## src/rtl/toggle_period_meter_if.sv

```systemverilog
// Bus between the period meter and its environment: the measured signal in,
// the registered measurement results out.
interface toggle_period_meter_if #(
    parameter int N = 8
);
    logic         sig_in;
    logic [N-1:0] half_period;
    logic [N:0]   full_period;
    logic         meas_valid;
    logic         full_valid;
    logic         locked;
    logic         timeout;

    modport master (
        output sig_in,
        input  half_period, full_period, meas_valid, full_valid, locked, timeout
    );

    modport slave (
        input  sig_in,
        output half_period, full_period, meas_valid, full_valid, locked, timeout
    );
endinterface

```

## src/rtl/toggle_period_meter.sv

```systemverilog
// Measures the clk-cycle distance between edges of an asynchronous toggling
// signal, reports half/full period, lock on a stable period and stall timeout.
module toggle_period_meter #(
    parameter int N        = 8,
    parameter int LOCK_CNT = 4
) (
    input  logic                  clk,
    input  logic                  rst,
    toggle_period_meter_if.slave  bus
);
    typedef enum logic {
        IDLE    = 1'b0,
        MEASURE = 1'b1
    } state_t;

    localparam logic [N-1:0] CNT_MAX = {N{1'b1}};
    localparam logic [N-1:0] CNT_ONE = N'(1);
    localparam logic [3:0]   EQ_MAX  = 4'(LOCK_CNT - 1);

    state_t       r_state;
    state_t       w_state_nxt;
    logic         r_s1, r_s2, r_s3;
    logic [N-1:0] r_cnt;
    logic [N-1:0] r_half;
    logic [N:0]   r_full;
    logic         r_mv;
    logic         r_fv;
    logic         r_locked;
    logic         r_timeout;
    logic [3:0]   r_eq_run;
    logic         r_first;

    logic         w_edge;
    logic         w_sat;
    logic         w_start;
    logic         w_measure;
    logic         w_tmo;
    logic         w_eq;
    logic [3:0]   w_eq_nxt;

    assign w_edge   = r_s2 ^ r_s3;
    assign w_sat    = (r_cnt == CNT_MAX);
    // The first measurement of a run has no predecessor to compare against.
    assign w_eq     = (r_cnt == r_half) && !r_first;
    assign w_eq_nxt = w_eq ? ((r_eq_run == EQ_MAX) ? r_eq_run : (r_eq_run + 4'd1)) : 4'd0;

    // State register.
    always_ff @(posedge clk) begin
        if (rst) begin
            r_state <= IDLE;
        end else begin
            r_state <= w_state_nxt;
        end
    end

    // Next-state decode; an edge takes precedence over saturation.
    always_comb begin
        w_state_nxt = r_state;
        w_start     = 1'b0;
        w_measure   = 1'b0;
        w_tmo       = 1'b0;
        case (r_state)
            IDLE: begin
                if (w_edge) begin
                    w_state_nxt = MEASURE;
                    w_start     = 1'b1;
                end else begin
                    w_state_nxt = IDLE;
                end
            end
            MEASURE: begin
                if (w_edge) begin
                    w_measure = 1'b1;
                end else if (w_sat) begin
                    w_tmo       = 1'b1;
                    w_state_nxt = IDLE;
                end else begin
                    w_state_nxt = MEASURE;
                end
            end
            default: begin
                w_state_nxt = IDLE;
            end
        endcase
    end

    // Synchronizer, cycle counter and measurement registers.
    always_ff @(posedge clk) begin
        if (rst) begin
            r_s1      <= 1'b0;
            r_s2      <= 1'b0;
            r_s3      <= 1'b0;
            r_cnt     <= '0;
            r_half    <= '0;
            r_full    <= '0;
            r_mv      <= 1'b0;
            r_fv      <= 1'b0;
            r_locked  <= 1'b0;
            r_timeout <= 1'b0;
            r_eq_run  <= 4'd0;
            r_first   <= 1'b0;
        end else begin
            r_s1 <= bus.sig_in;
            r_s2 <= r_s1;
            r_s3 <= r_s2;
            r_mv <= w_measure;
            if (w_edge) begin
                r_cnt <= CNT_ONE;
            end else if (w_sat) begin
                r_cnt <= r_cnt;
            end else begin
                r_cnt <= r_cnt + CNT_ONE;
            end
            if (w_start) begin
                r_fv     <= 1'b0;
                r_first  <= 1'b1;
                r_eq_run <= 4'd0;
                r_locked <= 1'b0;
            end else if (w_measure) begin
                r_half    <= r_cnt;
                r_full    <= {1'b0, r_cnt} + {1'b0, r_half};
                r_fv      <= !r_first;
                r_first   <= 1'b0;
                r_eq_run  <= w_eq_nxt;
                r_locked  <= (w_eq_nxt == EQ_MAX);
                r_timeout <= 1'b0;
            end else if (w_tmo) begin
                r_timeout <= 1'b1;
                r_eq_run  <= 4'd0;
                r_locked  <= 1'b0;
                r_fv      <= 1'b0;
            end else begin
                r_eq_run <= r_eq_run;
            end
        end
    end

    assign bus.half_period = r_half;
    assign bus.full_period = r_full;
    assign bus.meas_valid  = r_mv;
    assign bus.full_valid  = r_fv;
    assign bus.locked      = r_locked;
    assign bus.timeout     = r_timeout;
endmodule
```

## src/flat_wrapper.sv

```systemverilog
// flat-port wrapper written by rule: the top's interface ports become plain ports
module toggle_period_meter_flat 
#(
    parameter int N        = 8,
    parameter int LOCK_CNT = 4
)
  (clk, rst, bus_sig_in, bus_half_period, bus_full_period, bus_meas_valid, bus_full_valid, bus_locked, bus_timeout);
  toggle_period_meter_if #(.N(N)) bus_i ();
  input  logic clk;
  input  logic rst;
  input wire logic [$bits(bus_i.sig_in)-1:0] bus_sig_in;
  output wire logic [$bits(bus_i.half_period)-1:0] bus_half_period;
  output wire logic [$bits(bus_i.full_period)-1:0] bus_full_period;
  output wire logic [$bits(bus_i.meas_valid)-1:0] bus_meas_valid;
  output wire logic [$bits(bus_i.full_valid)-1:0] bus_full_valid;
  output wire logic [$bits(bus_i.locked)-1:0] bus_locked;
  output wire logic [$bits(bus_i.timeout)-1:0] bus_timeout;
  assign bus_i.sig_in = bus_sig_in;
  assign bus_half_period = bus_i.half_period;
  assign bus_full_period = bus_i.full_period;
  assign bus_meas_valid = bus_i.meas_valid;
  assign bus_full_valid = bus_i.full_valid;
  assign bus_locked = bus_i.locked;
  assign bus_timeout = bus_i.timeout;
  toggle_period_meter #(.N(N), .LOCK_CNT(LOCK_CNT)) u_core (.clk(clk), .rst(rst), .bus(bus_i));
endmodule
```

## config.mk

```make
export PLATFORM = sky130hd
export DESIGN_NAME = toggle_period_meter_flat
export DESIGN_NICKNAME = d
export VERILOG_FILES = /design/src/rtl/toggle_period_meter_if.sv /design/src/rtl/toggle_period_meter.sv /design/src/flat_wrapper.sv
export SDC_FILE = /design/constraint.sdc
export NUM_CORES = 1
export LEC_CHECK = 0
export CAP_MARGIN = 15
export CORE_MARGIN = 4
export CORE_UTILIZATION = 55
export CTS_CLUSTER_DIAMETER = 200
export CTS_CLUSTER_SIZE = 40
export DETAILED_ROUTE_END_ITERATION = 8
export PLACE_DENSITY = 0.8
export SYNTH_ARGS = -nofsm -noshare
export SYNTH_HDL_FRONTEND = slang
export SYNTH_SLANG_ARGS = --single-unit
```

## constraint.sdc

```tcl
create_clock -name clk -period 6.18 [get_ports clk]
set_input_delay 1.854 -clock clk [delete_from_list [all_inputs] [get_ports clk]]
set_output_delay 1.854 -clock clk [all_outputs]
set_load 0.005 [all_outputs]
```

==> summary.txt <==
CTS
  – H-tree depth: 2
  – CTS tree: built
  – Clock sink count: 38
  – # Post-CTS Setup Buffers: 0
  – Max Root-Sink Buffers: 2
  – Hold-fix buffers, CTS: 0
  – Clock latency on the worst-skew pair: between 300 and 400 ps
  – # resized after CTS: 0
  – Cts bufs inserted: 5
  – Clk root buf: clkbuf_4
  – Clk slew on worst S/H paths: about 120 ps

Placement
  – RePlAce Congestion: slightly above 0.8
  – # port buffers: 23
  – Post-DP HPWL: 2800 um
  – Placed cells: 278

Worst setup path
  – Worst Path Buf+Inv: 2
  – Reg2reg path depth: 8
  – CP top delay family: buffers and inverters
  – Cell chain of the critical path: clkdlybuf4s50_1 -> inv_1 -> o21ai_0 -> a21oi_1
  – CP arrival: approximately 3800 ps
  – CP required: around 6400 ps
  – Kind of critical path: input pin to flip-flop
  – Critical path depth: 4
  – CP max stage cell: clkdlybuf4s50_1
  – Critical Path Sink Type: flip-flop
  – Worst setup SP type: input pin
  – CP max FO: 30
  – Max incr delay on CP: around 1100 ps

STA
  – Min Tclk post-route: about 3600 ps
  – Slew Viols, Final: 0
  – Worst hold slack: around 460 ps
  – Final period utilization: 0.577
  – RSZ-0062 raised after global routing: false
  – Fmax: 0.281 GHz
  – Actual slew at the worst max-slew pin: about 1000 ps
  – Final setup viols: 0
  – Worst slew margin: 0.328
  – Fin. Hold Viols: 0
  – Final setup TNS: 0 ps
  – Worst Skew: between 9 and 10 ps

Global routing
  – Initial antenna violation count: 0
  – First-pass GRT wire length: between 6000 and 7000 um
  – Largest net degree at the start of global routing: 31
  – Number of global-route vias before repair: approximately 1,500
  – GRT Overall Usage: 0.202
  – Remaining Overflow, GRT: 0

Hold path
  – Min-Delay Path Class: flip-flop to flip-flop
  – WHS Path Cells: 1

Synthesis
  – Area leader, netlist: dfxtp_1
  – Yosys reg bits: 38
  – Largest cells by area after synthesis: dfxtp_1, ha_1, a21oi_1
  – Post-synth EDFFs: 0
  – Synth Instances: ~220
  – Synthesized area: 0.00183 sq mm
  – Synth warnings: 0
  – Syn nets: approximately 230
  – Async SR Flop Fraction: 0
  – Mapped Avg Cell Area: about 8.4 sq um
  – Netlist cell types: 41
  – Top FF cell, synth: dfxtp_1
  – Sequential element share of the synthesized area: 0.416
  – Yosys top cell area share: 0.416

Drt
  – DR iter-0 viols: 160
  – First drt pass iteration count: 4
  – Drt via density: 5.75
  – Final wirelength: 4040 um
  – DR DRC count: 0
  – Post-DR wirelength/cell: around 14 um
  – ANT nets after route: 0
  – Via count: 1,644

Run
  – MaxCap Viol Count: 0

Pwr
  – Logic pwr share: 0.054
  – Clk pwr share: 0.382
  – Internal: ~0.34 mW
  – Total design power: around 0.45 mW
  – Flop pwr share: 0.564
  – Peak supply drop: about 190 uV
  – Cell area power density: 207 mW/mm^2
  – Switching share of power: 0.238
  – Pleak: around 0.77 nW
  – Psw: between 0.1 and 0.15 mW

Final layout
  – Non-filler cells, final: approximately 290
  – Area grow syn2layout: 18.5%
  – # fillers: 272
  – Fin nets: 255
  – Fraction of layout instances using a drive strength above 1: 0.0537
  – Number of antenna diodes: 0
  – Post-layout util: 0.693

Floorplanning
  – Die height: around 66 um
  – Core area: around 0.0031 sq mm
  – Die width: 65.7 um
  – Starting Density: 0.585
  – I/O pin total: 24
  – Num rows: 20
  – Die area: roughly 0.0043 sq mm

Run status
  – Status: complete, no violations
worst paths after layout:
kind | startpoint | to | slack, ps
hold / removal | u_core.r_s1 | u_core.r_s2 | 460
hold reg to reg | u_core.r_s1 | u_core.r_s2 | 460
setup reg to reg | u_core.r_cnt[0] | u_core.bus.full_period[6] | 4000
setup / recovery | rst | u_core.r_eq_run[3] | 2620
area by class of cell:
cell class | instances | area [sq um] | share of cell area
repair buffers | 23 | 230 | 0.106
multi-input cells | 167 | 1020 | 0.469
well taps | 44 | 55.1 | 0.0254
clock buffers | 5 | 37.5 | 0.0173
inverters | 6 | 22.5 | 0.0104
clock inverters | 3 | 45.0 | 0.0208
flip-flops and latches | 38 | 761 | 0.351
power by group through the flow:
| stage | Sequential [mW] | Clock, mW | Combinational, mW |
|---|---|---|---|
| after floorplan | 0.258 | 0 | 0.0173 |
| after global placement | 0.259 | 0 | 0.0236 |
| after detailed placement | 0.259 | 0 | 0.0240 |
| after CTS | 0.254 | 0.174 | 0.0243 |
| after global routing | 0.255 | 0.185 | 0.0272 |
| final | 0.254 | 0.172 | 0.0244 |
placed cells by master (no fill, tap or decap), types with 5 or more instances in the layout:
cell type        synthesis  routed
nand2_1                 27      27
nand3_1                  7       7
nor2_1                  23      23
nor3_1                  10      10
dfxtp_1                 38      38
clkbuf_4                 0       5
ha_1                    10      10
clkdlybuf4s50_1          0      23
a211oi_1                 5       5
a21oi_1                 24      24
o21ai_0                 10      10
nor2b_1                  7       7
inv_1                    6       6
logic make-up (layout without fill, tap and decap cells):
logic type	count (synthesis)	count (layout)	synth area share
AND/OR/NAND/NOR	99	99	0.279
AO/OA/AOI/OAI	49	49	0.154
flip-flops	38	38	0.416
buffers and inverters	13	37	0.0280
adder cells (fa/ha/maj)	11	11	0.0793
XOR/XNOR	6	6	0.0328
multiplexers	2	2	0.0109
cells in the mapped netlist, types with 2 or more instances:
| library cell | n |
|---|---|
| a211oi_1 | 5 |
| a21oi_1 | 24 |
| a31oi_1 | 3 |
| buf_2 | 2 |
| clkbuf_1 | 4 |
| dfxtp_1 | 38 |
| ha_1 | 10 |
| inv_1 | 6 |
| mux2i_1 | 2 |
| nand2_1 | 27 |
| nand3_1 | 7 |
| nand4_1 | 2 |
| nor2_1 | 23 |
| nor2b_1 | 7 |
| nor3_1 | 10 |
| nor3b_1 | 2 |
| nor4_1 | 2 |
| nor4b_1 | 4 |
| o21ai_0 | 10 |
| or3_1 | 3 |
| or4_1 | 4 |
| xnor2_1 | 3 |
| xor2_1 | 2 |
metrics by stage:
| stage | setup WS (ps) | area [sq um] |
|---|---|---|
| floorplan | 3500 | 1830 |
| global placement | 2300 | 2090 |
| detailed placement | 2280 | 2090 |
| CTS | 2640 | 2170 |
| global route | 2440 | 2170 |
| finish | 2620 | 2170 |
layer usage:
layer / track usage / vias up / share of wire
li1: - / 827 / -
met1: 0.260 / 764 / 0.47
met2: 0.309 / 43 / 0.46
met3: 0.0598 / 10 / 0.047
met4: 0.0933 / 0 / 0.024
met5: 0 / - / 0
registers in the layout (all words and copies together), names as in the netlist:
register / count
u_core.bus.full_period: 9
u_core.bus.full_valid: 1
u_core.bus.half_period: 8
u_core.bus.locked: 1
u_core.bus.meas_valid: 1
u_core.bus.timeout: 1
u_core.r_cnt: 8
u_core.r_eq_run: 4
u_core.r_first: 1
u_core.r_s1: 1
u_core.r_s2: 1
u_core.r_s3: 1
u_core.r_state: 1
Note: power is estimated with default switching activity, not from simulation.
